$ cat src/rtl/timer_digit_loader_pkg.sv
// Shared types and constants for the keypad-driven MM:SS countdown timer.
package timer_pkg;

    typedef enum logic [1:0] {
        ST_ENTRY = 2'd0,
        ST_RUN   = 2'd1,
        ST_PAUSE = 2'd2,
        ST_DONE  = 2'd3
    } state_t;

    typedef logic [3:0] bcd_t;

    localparam bcd_t BCD_MAX           = 4'd9;
    localparam bcd_t SEC_TENS_WRAP_DEF = 4'd5;
    localparam int   MAX_DIGITS_DEF    = 4;

    function automatic logic is_bcd(input bcd_t d);
        return (d <= BCD_MAX);
    endfunction

endpackage

$ cat src/rtl/timer_digit_loader_if.sv
// Keypad/control inputs and BCD display/status outputs of the timer digit loader.
interface timer_digit_loader_if import timer_pkg::*; ();

    logic       key_valid;
    bcd_t       key_digit;
    logic       start;
    logic       stop;
    logic       door_open;
    logic       tick_1hz;
    bcd_t       min_tens;
    bcd_t       min_ones;
    bcd_t       sec_tens;
    bcd_t       sec_ones;
    logic [2:0] digit_count;
    logic       running;
    logic       paused;
    logic       done;

    modport master (
        output key_valid, key_digit, start, stop, door_open, tick_1hz,
        input  min_tens, min_ones, sec_tens, sec_ones, digit_count,
               running, paused, done
    );

    modport slave (
        input  key_valid, key_digit, start, stop, door_open, tick_1hz,
        output min_tens, min_ones, sec_tens, sec_ones, digit_count,
               running, paused, done
    );

endinterface

$ cat src/rtl/timer_digit_loader_bcd_digit_down.sv
// One BCD digit of a ripple-borrow down-counter; wraps to i_wrap when borrowing from zero.
module bcd_digit_down import timer_pkg::*; (
    input  bcd_t i_digit,
    input  logic i_borrow_in,
    input  bcd_t i_wrap,
    output bcd_t o_digit,
    output logic o_borrow_out
);

    // Decrement by one when a borrow arrives, passing the borrow up on zero.
    always_comb begin
        o_digit      = i_digit;
        o_borrow_out = 1'b0;
        if (i_borrow_in) begin
            if (i_digit == 4'd0) begin
                o_digit      = i_wrap;
                o_borrow_out = 1'b1;
            end else begin
                o_digit      = i_digit - 4'd1;
                o_borrow_out = 1'b0;
            end
        end else begin
            o_digit      = i_digit;
            o_borrow_out = 1'b0;
        end
    end

endmodule

$ cat src/rtl/timer_digit_loader.sv
// Shifts keypad digits into an MM:SS BCD register and counts it down on 1 Hz ticks.
module timer_digit_loader import timer_pkg::*; #(
    parameter int   MAX_DIGITS    = MAX_DIGITS_DEF,
    parameter bcd_t SEC_TENS_WRAP = SEC_TENS_WRAP_DEF
) (
    input  logic                  clock,
    input  logic                  clear,
    timer_digit_loader_if.slave   io_tmr
);

    localparam logic [2:0] MAX_CNT = 3'(MAX_DIGITS);

    state_t     r_state;
    state_t     w_state_next;
    bcd_t       r_mt, r_mo, r_st, r_so;
    bcd_t       w_mt_next, w_mo_next, w_st_next, w_so_next;
    logic [2:0] r_count;
    logic [2:0] w_count_next;
    logic       r_running, r_paused, r_done;

    bcd_t       w_dec_mt, w_dec_mo, w_dec_st, w_dec_so;
    logic       w_b_so, w_b_st, w_b_mo, w_b_mt;
    logic       w_time_zero;
    logic       w_dec_zero;

    bcd_digit_down u_dec_so (
        .i_digit     (r_so),
        .i_borrow_in (1'b1),
        .i_wrap      (BCD_MAX),
        .o_digit     (w_dec_so),
        .o_borrow_out(w_b_so)
    );

    bcd_digit_down u_dec_st (
        .i_digit     (r_st),
        .i_borrow_in (w_b_so),
        .i_wrap      (SEC_TENS_WRAP),
        .o_digit     (w_dec_st),
        .o_borrow_out(w_b_st)
    );

    bcd_digit_down u_dec_mo (
        .i_digit     (r_mo),
        .i_borrow_in (w_b_st),
        .i_wrap      (BCD_MAX),
        .o_digit     (w_dec_mo),
        .o_borrow_out(w_b_mo)
    );

    bcd_digit_down u_dec_mt (
        .i_digit     (r_mt),
        .i_borrow_in (w_b_mo),
        .i_wrap      (BCD_MAX),
        .o_digit     (w_dec_mt),
        .o_borrow_out(w_b_mt)
    );

    assign w_time_zero = (r_mt == 4'd0) && (r_mo == 4'd0) && (r_st == 4'd0) && (r_so == 4'd0);
    assign w_dec_zero  = (w_dec_mt == 4'd0) && (w_dec_mo == 4'd0) &&
                         (w_dec_st == 4'd0) && (w_dec_so == 4'd0);

    // Next-state and next-value logic; priority door_open > stop > start > key > tick.
    always_comb begin
        w_state_next = r_state;
        w_mt_next    = r_mt;
        w_mo_next    = r_mo;
        w_st_next    = r_st;
        w_so_next    = r_so;
        w_count_next = r_count;
        case (r_state)
            ST_ENTRY: begin
                if (io_tmr.stop) begin
                    w_mt_next    = 4'd0;
                    w_mo_next    = 4'd0;
                    w_st_next    = 4'd0;
                    w_so_next    = 4'd0;
                    w_count_next = 3'd0;
                end else if (io_tmr.start && !io_tmr.door_open && !w_time_zero) begin
                    w_state_next = ST_RUN;
                end else if (io_tmr.key_valid && is_bcd(io_tmr.key_digit) && (r_count < MAX_CNT)) begin
                    w_mt_next    = r_mo;
                    w_mo_next    = r_st;
                    w_st_next    = r_so;
                    w_so_next    = io_tmr.key_digit;
                    w_count_next = r_count + 3'd1;
                end else begin
                    w_state_next = ST_ENTRY;
                end
            end
            ST_RUN: begin
                if (io_tmr.door_open || io_tmr.stop) begin
                    w_state_next = ST_PAUSE;
                end else if (io_tmr.tick_1hz) begin
                    // A borrow out of the top digit means the time was already zero.
                    if (w_b_mt) begin
                        w_mt_next    = 4'd0;
                        w_mo_next    = 4'd0;
                        w_st_next    = 4'd0;
                        w_so_next    = 4'd0;
                        w_state_next = ST_DONE;
                    end else begin
                        w_mt_next = w_dec_mt;
                        w_mo_next = w_dec_mo;
                        w_st_next = w_dec_st;
                        w_so_next = w_dec_so;
                        if (w_dec_zero) begin
                            w_state_next = ST_DONE;
                        end else begin
                            w_state_next = ST_RUN;
                        end
                    end
                end else begin
                    w_state_next = ST_RUN;
                end
            end
            ST_PAUSE: begin
                if (io_tmr.door_open) begin
                    w_state_next = ST_PAUSE;
                end else if (io_tmr.stop) begin
                    w_state_next = ST_ENTRY;
                    w_mt_next    = 4'd0;
                    w_mo_next    = 4'd0;
                    w_st_next    = 4'd0;
                    w_so_next    = 4'd0;
                    w_count_next = 3'd0;
                end else if (io_tmr.start) begin
                    w_state_next = ST_RUN;
                end else begin
                    w_state_next = ST_PAUSE;
                end
            end
            ST_DONE: begin
                if (io_tmr.stop || io_tmr.key_valid) begin
                    w_state_next = ST_ENTRY;
                    w_mt_next    = 4'd0;
                    w_mo_next    = 4'd0;
                    w_st_next    = 4'd0;
                    w_so_next    = 4'd0;
                    w_count_next = 3'd0;
                end else begin
                    w_state_next = ST_DONE;
                end
            end
            default: begin
                w_state_next = ST_ENTRY;
                w_mt_next    = 4'd0;
                w_mo_next    = 4'd0;
                w_st_next    = 4'd0;
                w_so_next    = 4'd0;
                w_count_next = 3'd0;
            end
        endcase
    end

    // State, time digits and status flags; flags follow the next state so they align with it.
    always_ff @(posedge clock or posedge clear) begin
        if (clear) begin
            r_state   <= ST_ENTRY;
            r_mt      <= 4'd0;
            r_mo      <= 4'd0;
            r_st      <= 4'd0;
            r_so      <= 4'd0;
            r_count   <= 3'd0;
            r_running <= 1'b0;
            r_paused  <= 1'b0;
            r_done    <= 1'b0;
        end else begin
            r_state   <= w_state_next;
            r_mt      <= w_mt_next;
            r_mo      <= w_mo_next;
            r_st      <= w_st_next;
            r_so      <= w_so_next;
            r_count   <= w_count_next;
            r_running <= (w_state_next == ST_RUN);
            r_paused  <= (w_state_next == ST_PAUSE);
            r_done    <= (w_state_next == ST_DONE);
        end
    end

    assign io_tmr.min_tens    = r_mt;
    assign io_tmr.min_ones    = r_mo;
    assign io_tmr.sec_tens    = r_st;
    assign io_tmr.sec_ones    = r_so;
    assign io_tmr.digit_count = r_count;
    assign io_tmr.running     = r_running;
    assign io_tmr.paused      = r_paused;
    assign io_tmr.done        = r_done;

endmodule

$ cat src/flat_wrapper.sv
// flat-port wrapper written by rule: the top's interface ports become plain ports
module timer_digit_loader_flat import timer_pkg::*;
#(
    parameter int   MAX_DIGITS    = MAX_DIGITS_DEF,
    parameter bcd_t SEC_TENS_WRAP = SEC_TENS_WRAP_DEF
)
  (clock, clear, io_tmr_key_valid, io_tmr_key_digit, io_tmr_start, io_tmr_stop, io_tmr_door_open, io_tmr_tick_1hz, io_tmr_min_tens, io_tmr_min_ones, io_tmr_sec_tens, io_tmr_sec_ones, io_tmr_digit_count, io_tmr_running, io_tmr_paused, io_tmr_done);
  timer_digit_loader_if io_tmr_i ();
  input  logic clock;
  input  logic clear;
  input wire logic [$bits(io_tmr_i.key_valid)-1:0] io_tmr_key_valid;
  input wire logic [$bits(io_tmr_i.key_digit)-1:0] io_tmr_key_digit;
  input wire logic [$bits(io_tmr_i.start)-1:0] io_tmr_start;
  input wire logic [$bits(io_tmr_i.stop)-1:0] io_tmr_stop;
  input wire logic [$bits(io_tmr_i.door_open)-1:0] io_tmr_door_open;
  input wire logic [$bits(io_tmr_i.tick_1hz)-1:0] io_tmr_tick_1hz;
  output wire logic [$bits(io_tmr_i.min_tens)-1:0] io_tmr_min_tens;
  output wire logic [$bits(io_tmr_i.min_ones)-1:0] io_tmr_min_ones;
  output wire logic [$bits(io_tmr_i.sec_tens)-1:0] io_tmr_sec_tens;
  output wire logic [$bits(io_tmr_i.sec_ones)-1:0] io_tmr_sec_ones;
  output wire logic [$bits(io_tmr_i.digit_count)-1:0] io_tmr_digit_count;
  output wire logic [$bits(io_tmr_i.running)-1:0] io_tmr_running;
  output wire logic [$bits(io_tmr_i.paused)-1:0] io_tmr_paused;
  output wire logic [$bits(io_tmr_i.done)-1:0] io_tmr_done;
  assign io_tmr_i.key_valid = io_tmr_key_valid;
  assign io_tmr_i.key_digit = io_tmr_key_digit;
  assign io_tmr_i.start = io_tmr_start;
  assign io_tmr_i.stop = io_tmr_stop;
  assign io_tmr_i.door_open = io_tmr_door_open;
  assign io_tmr_i.tick_1hz = io_tmr_tick_1hz;
  assign io_tmr_min_tens = io_tmr_i.min_tens;
  assign io_tmr_min_ones = io_tmr_i.min_ones;
  assign io_tmr_sec_tens = io_tmr_i.sec_tens;
  assign io_tmr_sec_ones = io_tmr_i.sec_ones;
  assign io_tmr_digit_count = io_tmr_i.digit_count;
  assign io_tmr_running = io_tmr_i.running;
  assign io_tmr_paused = io_tmr_i.paused;
  assign io_tmr_done = io_tmr_i.done;
  timer_digit_loader #(.MAX_DIGITS(MAX_DIGITS), .SEC_TENS_WRAP(SEC_TENS_WRAP)) u_core (.clock(clock), .clear(clear), .io_tmr(io_tmr_i));
endmodule
$ cat config.mk
export PLATFORM = sky130hd
export DESIGN_NAME = timer_digit_loader_flat
export DESIGN_NICKNAME = d
export VERILOG_FILES = /design/src/rtl/timer_digit_loader_pkg.sv /design/src/rtl/timer_digit_loader_if.sv /design/src/rtl/timer_digit_loader_bcd_digit_down.sv /design/src/rtl/timer_digit_loader.sv /design/src/flat_wrapper.sv
export SDC_FILE = /design/constraint.sdc
export NUM_CORES = 1
export LEC_CHECK = 0
export CELL_PAD_IN_SITES_DETAIL_PLACEMENT = 0
export CELL_PAD_IN_SITES_GLOBAL_PLACEMENT = 1
export CORE_MARGIN = 2
export CORE_UTILIZATION = 34
export CTS_BUF_LIST = sky130_fd_sc_hd__clkbuf_16
export DETAILED_ROUTE_END_ITERATION = 10
export PLACE_DENSITY = 0.75
export SYNTH_ARGS = -nofsm -noshare
export SYNTH_HDL_FRONTEND = slang
export SYNTH_SLANG_ARGS = --single-unit
$ cat constraint.sdc
create_clock -name clock -period 2 [get_ports clock]
set_input_delay 0.6 -clock clock [delete_from_list [all_inputs] [get_ports clock]]
set_output_delay 0.6 -clock clock [all_outputs]
set_load 0.01 [all_outputs]
After elaboration in Yosys (flattened, before gate mapping)
Index checks and enable logic that the tools add are counted.

Word-level logic and storage cells: 119. Output and inout bits: 22. Bits of input ports: 11. Register bits: 24.

$add $sub $neg: 5. Mux-type cells: 64. Order comparisons: 2. Reductions and logical operators: 26. Equal/unequal tests: 13.

Operator list (count): $mux 4 (34); $pmux 4 s4 (4); $logic_not 4->1 (8); $mux 2 (11); $mux 3 (6); $sub 4x1->4 const B (4); $logic_and 1x1->1 (10); $pmux 3 s3 (1); $eq 2x2->1 const B (4); $ne 2x2->1 const B (4); $pmux 2 s4 (1); $mux 1 (7); $reduce_and 7->1 (1); $reduce_and 6->1 (1); $eq 2x1->1 const B (2); $le 4x4->1 const B (1); $add 3x1->3 const B (1); $lt 3x3->1 const B (1); $ne 3x2->1 const B (1); $ne 3x3->1 const B (1); $reduce_bool 3->1 (1); $logic_not 1->1 (2); $logic_not 2->1 (1); $logic_or 1x1->1 (2); $ne 2x1->1 const B (1).

Logic depth before layout (Yosys ltp)
Gate-level depths: netlist (run 1).

Word-level depth: 15. Mapped depth: 8. Mapped depth without buffers: 5.

Modules after synthesis
A second synthesis (run 1) with hierarchy kept.

Cells, all modules: 208. Area, all modules: 1996.9 um2.

By module, submodules not included: timer_digit_loader (area each 1356.3 um2, sequential area each 600.6 um2, cells each 116, times used 1); bcd_digit_down (area each 160.2 um2, sequential area each 0.0 um2, cells each 23, times used 4).

Least setup slack after synthesis (run 1)
Ideal clock, no wire load.

Path type: in2reg. Start: in io_tmr_stop. End: reg u_core.r_st[1] (netlist: u_core.io_tmr.sec_tens[1]). Stages: 8. Data required time: 1.873 ns. Slack: -0.147 ns. Data arrival time: 2.019 ns. Buffers on the path: 3. Path through: clkbuf_1 > nor2b_1 > a32oi_1 > and3b_1 > clkbuf_1 > and2_1 > buf_2 > mux2_1.

Word-level cells in the longest chain between the ends: 3. Elaborated cells on any way between the ends: 10. Those cells by class: 5 x eq/ne; 2 x mux; 3 x reduce/logical.

RTL lines: start: declaration (line flat_wrapper.sv:14) `input wire logic [$bits(io_tmr_i.stop)-1:0] io_tmr_stop;`; $logic_or 1x1->1, on equally long branches (line timer_digit_loader.sv:91, timer_digit_loader.sv:133); $ne 2x2->1 (no source line) / $ne 2x1->1 (equally long branches); $reduce_and 7->1 (no source line); end signal: assignment (line timer_digit_loader.sv:171) `r_st <= w_st_next;`; end: declaration (line timer_digit_loader.sv:15) `bcd_t r_mt, r_mo, r_st, r_so;`.

Parallel ways exist; a longest one is shown, timed or not. A chain may end at the register's enable or synchronous reset.

Final worst setup path (run 1)
Start: reg u_core.r_so[1] (netlist: u_core.io_tmr.sec_ones[1]). End: reg u_core.r_st[1] (netlist: u_core.io_tmr.sec_tens[1]).

Word-level cells in the longest chain between the ends: 9. Elaborated cells on any way between the ends: 18. Those cells by class: 1 x eq/ne; 12 x mux; 5 x reduce/logical.

RTL lines: start: declaration (line timer_digit_loader.sv:15); start signal: assignment (line timer_digit_loader.sv:172) `r_so <= w_so_next;`; $logic_not 4->1 (line timer_digit_loader_bcd_digit_down.sv:15, timer_digit_loader.sv:58); $mux 1 (line timer_digit_loader_bcd_digit_down.sv:15) `if (i_digit == 4'd0) begin`; $mux 1 (3 in series) (line timer_digit_loader_bcd_digit_down.sv:14) `if (i_borrow_in) begin`; $mux 4 (line timer_digit_loader.sv:95) `if (w_b_mt) begin`; $mux 4 (line timer_digit_loader.sv:93) `end else if (io_tmr.tick_1hz) begin`; $mux 4 (line timer_digit_loader.sv:91) `if (io_tmr.door_open || io_tmr.stop) begin`; $pmux 4 s4 (line timer_digit_loader.sv:70) `case (r_state)`.

Parallel ways exist; a longest one is shown, timed or not. The select of a mux whose other input is x is not followed.

==> impl_metrics.csv, run 1 <==
group,metric,value,unit
status,outcome,"finished, violations left",
status,violations,"setup timing",
clock_tree,cts-hold-fix-buffers,0,
logic_synthesis,synth_top_family_by_area,"compound AO/OA/AOI/OAI gates",
route,ant_nets,0,
clock_tree,cts_tree,"yes",
global_route,grt_use_total,21.77,%
finish,instances_no_fill,306,
power_and_ir_drop,power.switching,1930,uW
route,drt_iter0_drc,122,
floorplanning,die_h,72.23,um
clock_tree,clk_latency,0.26,ns
route,drt-total-wl,5799,um
clock_tree,cts_buffer_depth,2,
place,dp_cells,297,
floorplanning,core_area,0.004414,mm2
critical_path,cp-startpoint,"u_core.io_tmr.sec_ones[1]",
logic_synthesis,synth-edff-count,0,
timing,timing_hold_violations_final,0,
power_and_ir_drop,internal-power,2484,uW
floorplanning,die_w,72.23,um
finish,final_common_cell,"buf_4",
power_and_ir_drop,total_power,4414,uW
timing,period_share,102.9,%
power_and_ir_drop,leakage,0.001181,uW
finish,finalNetCount,268,
finish,n_fill_cell,380,
critical_path,worst_path_largest_cell_delay,0.42,ns
critical_path,crit_path_start_kind,"flop",
timing,setup_ws,-0.05700,ns
logic_synthesis,ys_types,42,
power_and_ir_drop,power_density,1632,mW/mm2
global_route,grt_pass1_wl,8776,um
clock_tree,cts-root-buf,"clkbuf_16",
global_route,grt-ovfl-total,0,
timing,fmax,0.4861,GHz
min_path,hold_start,"u_core.io_tmr.digit_count[1]",
logic_synthesis,ys_warn_count,0,
timing,relSlewSlack,69.32,%
logic_synthesis,synthAdderAreaFrac,0.7905,%
critical_path,cp-end-kind,"flop",
logic_synthesis,synth_seq_cells,24,
floorplanning,rows,24,
finish,n_antenna_cell,0,
min_path,worstHoldPathType,"reg2reg",
critical_path,path_buf_inv,1,
route,firstDrtPassIters,4,
critical_path,cp_slowest_cell,"dfrtp_1",
route,viasPerCell,5.951,
critical_path,crit_chain,"buf_6 > nor4_4 > nand3_2 > o21ai_4 > and2_4 > mux2_4",
floorplanning,dieArea,0.005217,mm2
critical_path,path_delay_family,"simple AND/OR/NAND/NOR gates",
power_and_ir_drop,pwr-share-comb,70.6,%
logic_synthesis,synthFlopType,"dfrtp_1",
global_route,grt_max_degree,25,
critical_path,crit-reg2reg-launch,"u_core.io_tmr.sec_ones[1]",
finish,layout_common_cells,"buf_4, dfrtp_1, clkdlybuf4s50_1",
logic_synthesis,ys_seq_area_share,37.94,%
route,num_vias,1821,
clock_tree,numClockSinks,24,
finish,area_growth,70.91,%
logic_synthesis,yosys.area.top_type,"dfrtp_1",
floorplanning,start_util,35.86,%
critical_path,crit_fanout,4,
logic_synthesis,synth_cells,173,
route,wl_per_cell,18.95,um
logic_synthesis,avgSynthCellArea,9.149,um2
clock_tree,numCtsBuffers,3,
logic_synthesis,synth-compound-area-share,28.93,%
power_and_ir_drop,power_frac_seq,19.6,%
job,maxCapViolCount,0,
logic_synthesis,yosysTopAreaCellShare,37.94,%
logic_synthesis,yosys.area_share.simple,23.87,%
clock_tree,path_clk_slew,0.06,ns
timing,setup_viol,9,
logic_synthesis,async_reset_ff_share,100.0,%
place,gp_congestion,0.9097,
clock_tree,h-tree-depth,1,
place,dp_hpwl,3976,um
place,port_buffers,32,
logic_synthesis,yosys-top-cells-area,"dfrtp_1, o2bb2ai_1, o211ai_1, mux2_1, nand2_1",
floorplanning,ios,33,
critical_path,critPathKind,"reg2reg",
global_route,antenna_found_initial,0,
logic_synthesis,synthXorXnorAreaFrac,0,%
critical_path,crit_arrival,2.20,ns
global_route,grt_pass1_vias,1785,
timing,fin_skew,0.003982,ns
timing,fin_crit,2.057,ns
timing,worst_slew_pin_slew,0.4565,ns
timing,slew_violations,0,
route,drc,0,
power_and_ir_drop,power_frac_clock,9.9,%
logic_synthesis,syn_nets,185,
logic_synthesis,synth.area.mux_share,3.478,%
power_and_ir_drop,switching_share,43.73,%
power_and_ir_drop,vdd_drop_max,852.8,uV
critical_path,worstPathRequired,2.14,ns
place,dp_slack,-0.4543,ns
finish,drive_above_1_share,42.91,%
logic_synthesis,synth_area,0.001583,mm2
timing,rsz0062_at_grt,"yes",
==> cells in the mapped netlist, types with 4 or more instances <==
library cell  count
o31ai_1           4
nor2_1           12
clkbuf_1          5
a21oi_1           7
o2bb2ai_1         9
o21ai_1           4
dfrtp_1          24
inv_1             4
o211ai_1          8
a22oi_1           4
a32oi_1           5
o21ai_0           5
mux2_1            4
nor3_1            4
buf_2             6
nor4_1            7
or4_1             4
nand2_1          12
nand3_1           5
==> metal layers <==
metal / global-route usage [%] / wire length (um) / vias up
li1: - / - / 843
met1: 27.98 / 2349 / 908
met2: 36.29 / 3034 / 61
met3: 3.750 / 327 / 9
met4: 8.805 / 87 / 0
met5: 0 / 0 / -
==> power groups by stage <==
stage | sequential, uW | combinational, uW | clock [uW]
2_1_floorplan | 917 | 1310 | 0
3_3_place_gp | 835 | 2480 | 0
3_5_place_dp | 848 | 2520 | 0
4_1_cts | 845 | 2600 | 436
5_1_grt | 885 | 3300 | 463
6_report | 863 | 3110 | 437
==> registers in the layout, summed over array words and instances, names as in the netlist <==
name	count
u_core.io_tmr.sec_ones	4
u_core.io_tmr.min_ones	4
u_core.r_state	2
u_core.io_tmr.min_tens	4
u_core.io_tmr.paused	1
u_core.io_tmr.digit_count	3
u_core.io_tmr.done	1
u_core.io_tmr.running	1
u_core.io_tmr.sec_tens	4
==> worst paths after layout <==
kind / to / slack, ns / cells past startpoint
min in group asynchronous: u_core.io_tmr.paused / 0.70 / 3
min: u_core.io_tmr.digit_count[1] / 0.56 / 1
max: u_core.io_tmr.sec_tens[1] / -0.06 / 6
min reg2reg: u_core.io_tmr.digit_count[1] / 0.56 / 1
max in group asynchronous: u_core.io_tmr.min_ones[3] / 1.03 / 3
max reg2reg: u_core.io_tmr.sec_tens[1] / -0.06 / 6
==> timing repair <==
action	in CTS	in global routing
pin swaps	5	14
hold endpoints to repair	0	0
resized for setup	19	43
buffers inserted	0	5
gates cloned	0	1
endpoints found under the setup margin	21	25
==> kinds of logic (layout without fill, tap and decap cells) <==
group	after synthesis	count (layout)
simple gates	64	64
flops	24	24
fa+ha+maj	1	1
compound gates	62	62
buf+inv	17	98
mux	5	5
==> final cells by class <==
type                       count  area [um2]  share of cell area [%]
clock buffer                   3       75.07                   2.775
inverter                       4       15.01                  0.5550
multi-input combinational    132        1142                   42.23
sequential                    24       603.1                   22.29
tap                           52       65.06                   2.405
timing repair buffer          91       804.5                   29.74
==> per-stage QoR <==
| step | setup TNS [ns] | instance area [um2] | hold WS (ns) | utilization (%) |
|---|---|---|---|---|
| after detailed placement | -7.649 | 2342 | 0.5192 | 53.06 |
| after global routing | -1.303 | 2705 | 0.5845 | 61.28 |
| after CTS | -0.04188 | 2454 | 0.5327 | 55.58 |
| after global placement | -6.744 | 2342 | 0.5014 | 53.06 |
| final | -0.1728 | 2705 | 0.5559 | 61.28 |
| after floorplan | -0.01714 | 1637 | 0.5521 | - |
No activity file was read; power rests on OpenSTA's default activity.
==> inputs of run 2 (changes only) <==
PLACE_DENSITY = 0.71   (was 0.75)
==> run 2 against run 1 <==
The flow still finishes with violations (setup timing). Core utilization down 1.5 points. Die area did not move. Critical path type unchanged. Largest power group unchanged. Flip-flop and latch count unchanged. Final area is 2.5% lower. Via count rose by 2.5%. Hold slack got worse by 0.019 ns. Critical path depth stayed put. Sequential power about the same. Sequential share of layout area rose by 0.51 points. Clock power grew 35%. Non-clock buffer count up 2. Critical endpoint unchanged. Power is 1.3% lower.
==> impl_metrics.csv, run 2 (synthesized netlist as in run 1, its figures left out) <==
group,metric,value,unit
status,outcome,"finished, violations left",
status,violations,"setup timing",
global_route,grt-ovfl-total,0,
clock_tree,path_clk_slew,0.07,ns
clock_tree,numCtsBuffers,3,
clock_tree,cts_tree,"yes",
route,ant_nets,0,
power_and_ir_drop,vdd_drop_max,747.6,uV
place,dp_cells,301,
critical_path,crit_chain,"buf_6 > nor4_4 > nand3_2 > o21ai_4 > and2_4 > mux2_4",
clock_tree,h-tree-depth,1,
global_route,grt_use_met1,27.52,%
critical_path,crit_arrival,2.17,ns
finish,n_antenna_cell,0,
critical_path,critPathKind,"reg2reg",
critical_path,worstPathRequired,2.15,ns
route,wl_per_cell,18.58,um
route,drt_iter0_drc,84,
clock_tree,numClockSinks,24,
floorplanning,die_w,72.23,um
timing,fin_skew,0.005414,ns
finish,drive_above_1_share,37.35,%
min_path,worstHoldPathType,"reg2reg",
floorplanning,die_h,72.23,um
place,port_buffers,32,
timing,relSlewSlack,73.06,%
clock_tree,clk_latency,0.27,ns
route,viasPerCell,6.039,
critical_path,crit_path_start_kind,"flop",
critical_path,cp_slowest_cell,"dfrtp_1",
timing,fin_crit,2.013,ns
critical_path,reg2reg_slack,-0.01,ns
timing,slew_violations,0,
global_route,grtUsageMet2,39.35,%
place,dp_hpwl,4081,um
global_route,grt_pass1_vias,1836,
critical_path,cp-end-kind,"flop",
global_route,grt_busiest_layer,"met2",
power_and_ir_drop,leakage,0.001175,uW
floorplanning,rows,24,
timing,setup_viol,1,
finish,regArea,601.8,um2
floorplanning,ios,33,
floorplanning,start_util,35.86,%
place,gp_congestion,0.8903,
clock_tree,cts-root-buf,"clkbuf_16",
floorplanning,core_area,0.004414,mm2
finish,finalNetCount,270,
finish,final_common_cell,"buf_4",
timing,period_share,100.7,%
route,firstDrtPassIters,4,
critical_path,crit_fanout,4,
timing,timing_hold_violations_final,0,
finish,area_growth,66.72,%
finish,multi_input_area,0.001039,mm2
job,maxCapViolCount,0,
route,drt-total-wl,5742,um
global_route,met3_usage,2.917,%
global_route,grt_pass1_wl,9066,um
critical_path,worst_path_largest_cell_delay,0.42,ns
finish,layout_common_cells,"buf_4, dfrtp_1, clkdlybuf4s50_1",
critical_path,path_delay_family,"simple AND/OR/NAND/NOR gates",
power_and_ir_drop,total_power,4356,uW
finish,instances_no_fill,309,
global_route,grt_use_total,22.24,%
clock_tree,cts_buffer_depth,2,
floorplanning,dieArea,0.005217,mm2
timing,setup_ws,-0.01338,ns
finish,n_fill_cell,386,
route,drc,0,
power_and_ir_drop,power_density,1651,mW/mm2
global_route,antenna_found_initial,0,
timing,fmax,0.4967,GHz
global_route,grt_max_degree,25,
timing,rsz0062_at_grt,"yes",
route,num_vias,1866,
timing,worst_slew_pin_slew,0.4032,ns
critical_path,path_buf_inv,1,
## run 2: cell count changes in the layout (fill, tap and decap cells not counted), moves of 2 or more
cell | previous run | this run
mux2_1 | 0 | 2
nand3_2 | 4 | 1
o2bb2ai_2 | 6 | 2
buf_6 | 8 | 6
buf_4 | 49 | 53
mux2_4 | 4 | 2
o2bb2ai_1 | 3 | 7
nand3_1 | 2 | 5
## run 2: worst paths after layout
path,start,endpoint,depth (start not counted)
max in group asynchronous,clear,u_core.io_tmr.min_ones[3],3
setup / recovery,u_core.io_tmr.sec_ones[1],u_core.io_tmr.sec_tens[1],6
setup reg to reg,u_core.io_tmr.sec_ones[1],u_core.io_tmr.sec_tens[1],6
min in group asynchronous,clear,u_core.io_tmr.paused,3
hold reg to reg,u_core.io_tmr.digit_count[1],u_core.io_tmr.digit_count[1],1
hold / removal,u_core.io_tmr.digit_count[1],u_core.io_tmr.digit_count[1],1
## run 2: layout make-up
type,count,share of cell area (%)
Sequential cell,24,22.81
Clock inverter,1,1.138
Inverter,4,0.5690
Clock buffer,3,2.845
Timing Repair Buffer,93,30.82
Multi-Input combinational cell,132,39.36
Tap cell,52,2.466
## run 2: per-stage QoR
step | hold WS [ns] | util, % | setup WS, ns | setup TNS (ns) | area, um2
final | 0.5367 | 59.78 | -0.01338 | -0.01338 | 2639
after global routing | 0.5659 | 59.78 | -0.05277 | -0.3567 | 2639
after CTS | 0.5455 | 57.20 | -0.005635 | -0.005635 | 2525
after detailed placement | 0.5311 | 53.74 | -0.4707 | -7.835 | 2372
after global placement | 0.4981 | 53.74 | -0.4324 | -7.012 | 2372
after floorplan | 0.5521 | - | -0.01714 | -0.01714 | 1637
## run 2: per-layer routing
| metal | wire length [um] | vias to the layer above |
|---|---|---|
| li1 | - | 849 |
| met1 | 2317 | 924 |
| met2 | 2943 | 84 |
| met3 | 397 | 9 |
| met4 | 84 | 0 |
| met5 | 0 | - |
## run 2: timing repair
item	in CTS	in global routing
cloned	0	1
pin swaps	6	6
hold buffers	0	0
buffers inserted	0	3
resized for setup	20	19
endpoints found under the setup margin	21	13
## run 2: power breakdown
group | switching, uW | internal (uW)
Clock | 189 | 399
Sequential | 209 | 657
Combinational | 1400 | 1500
Total | 1800 | 2560
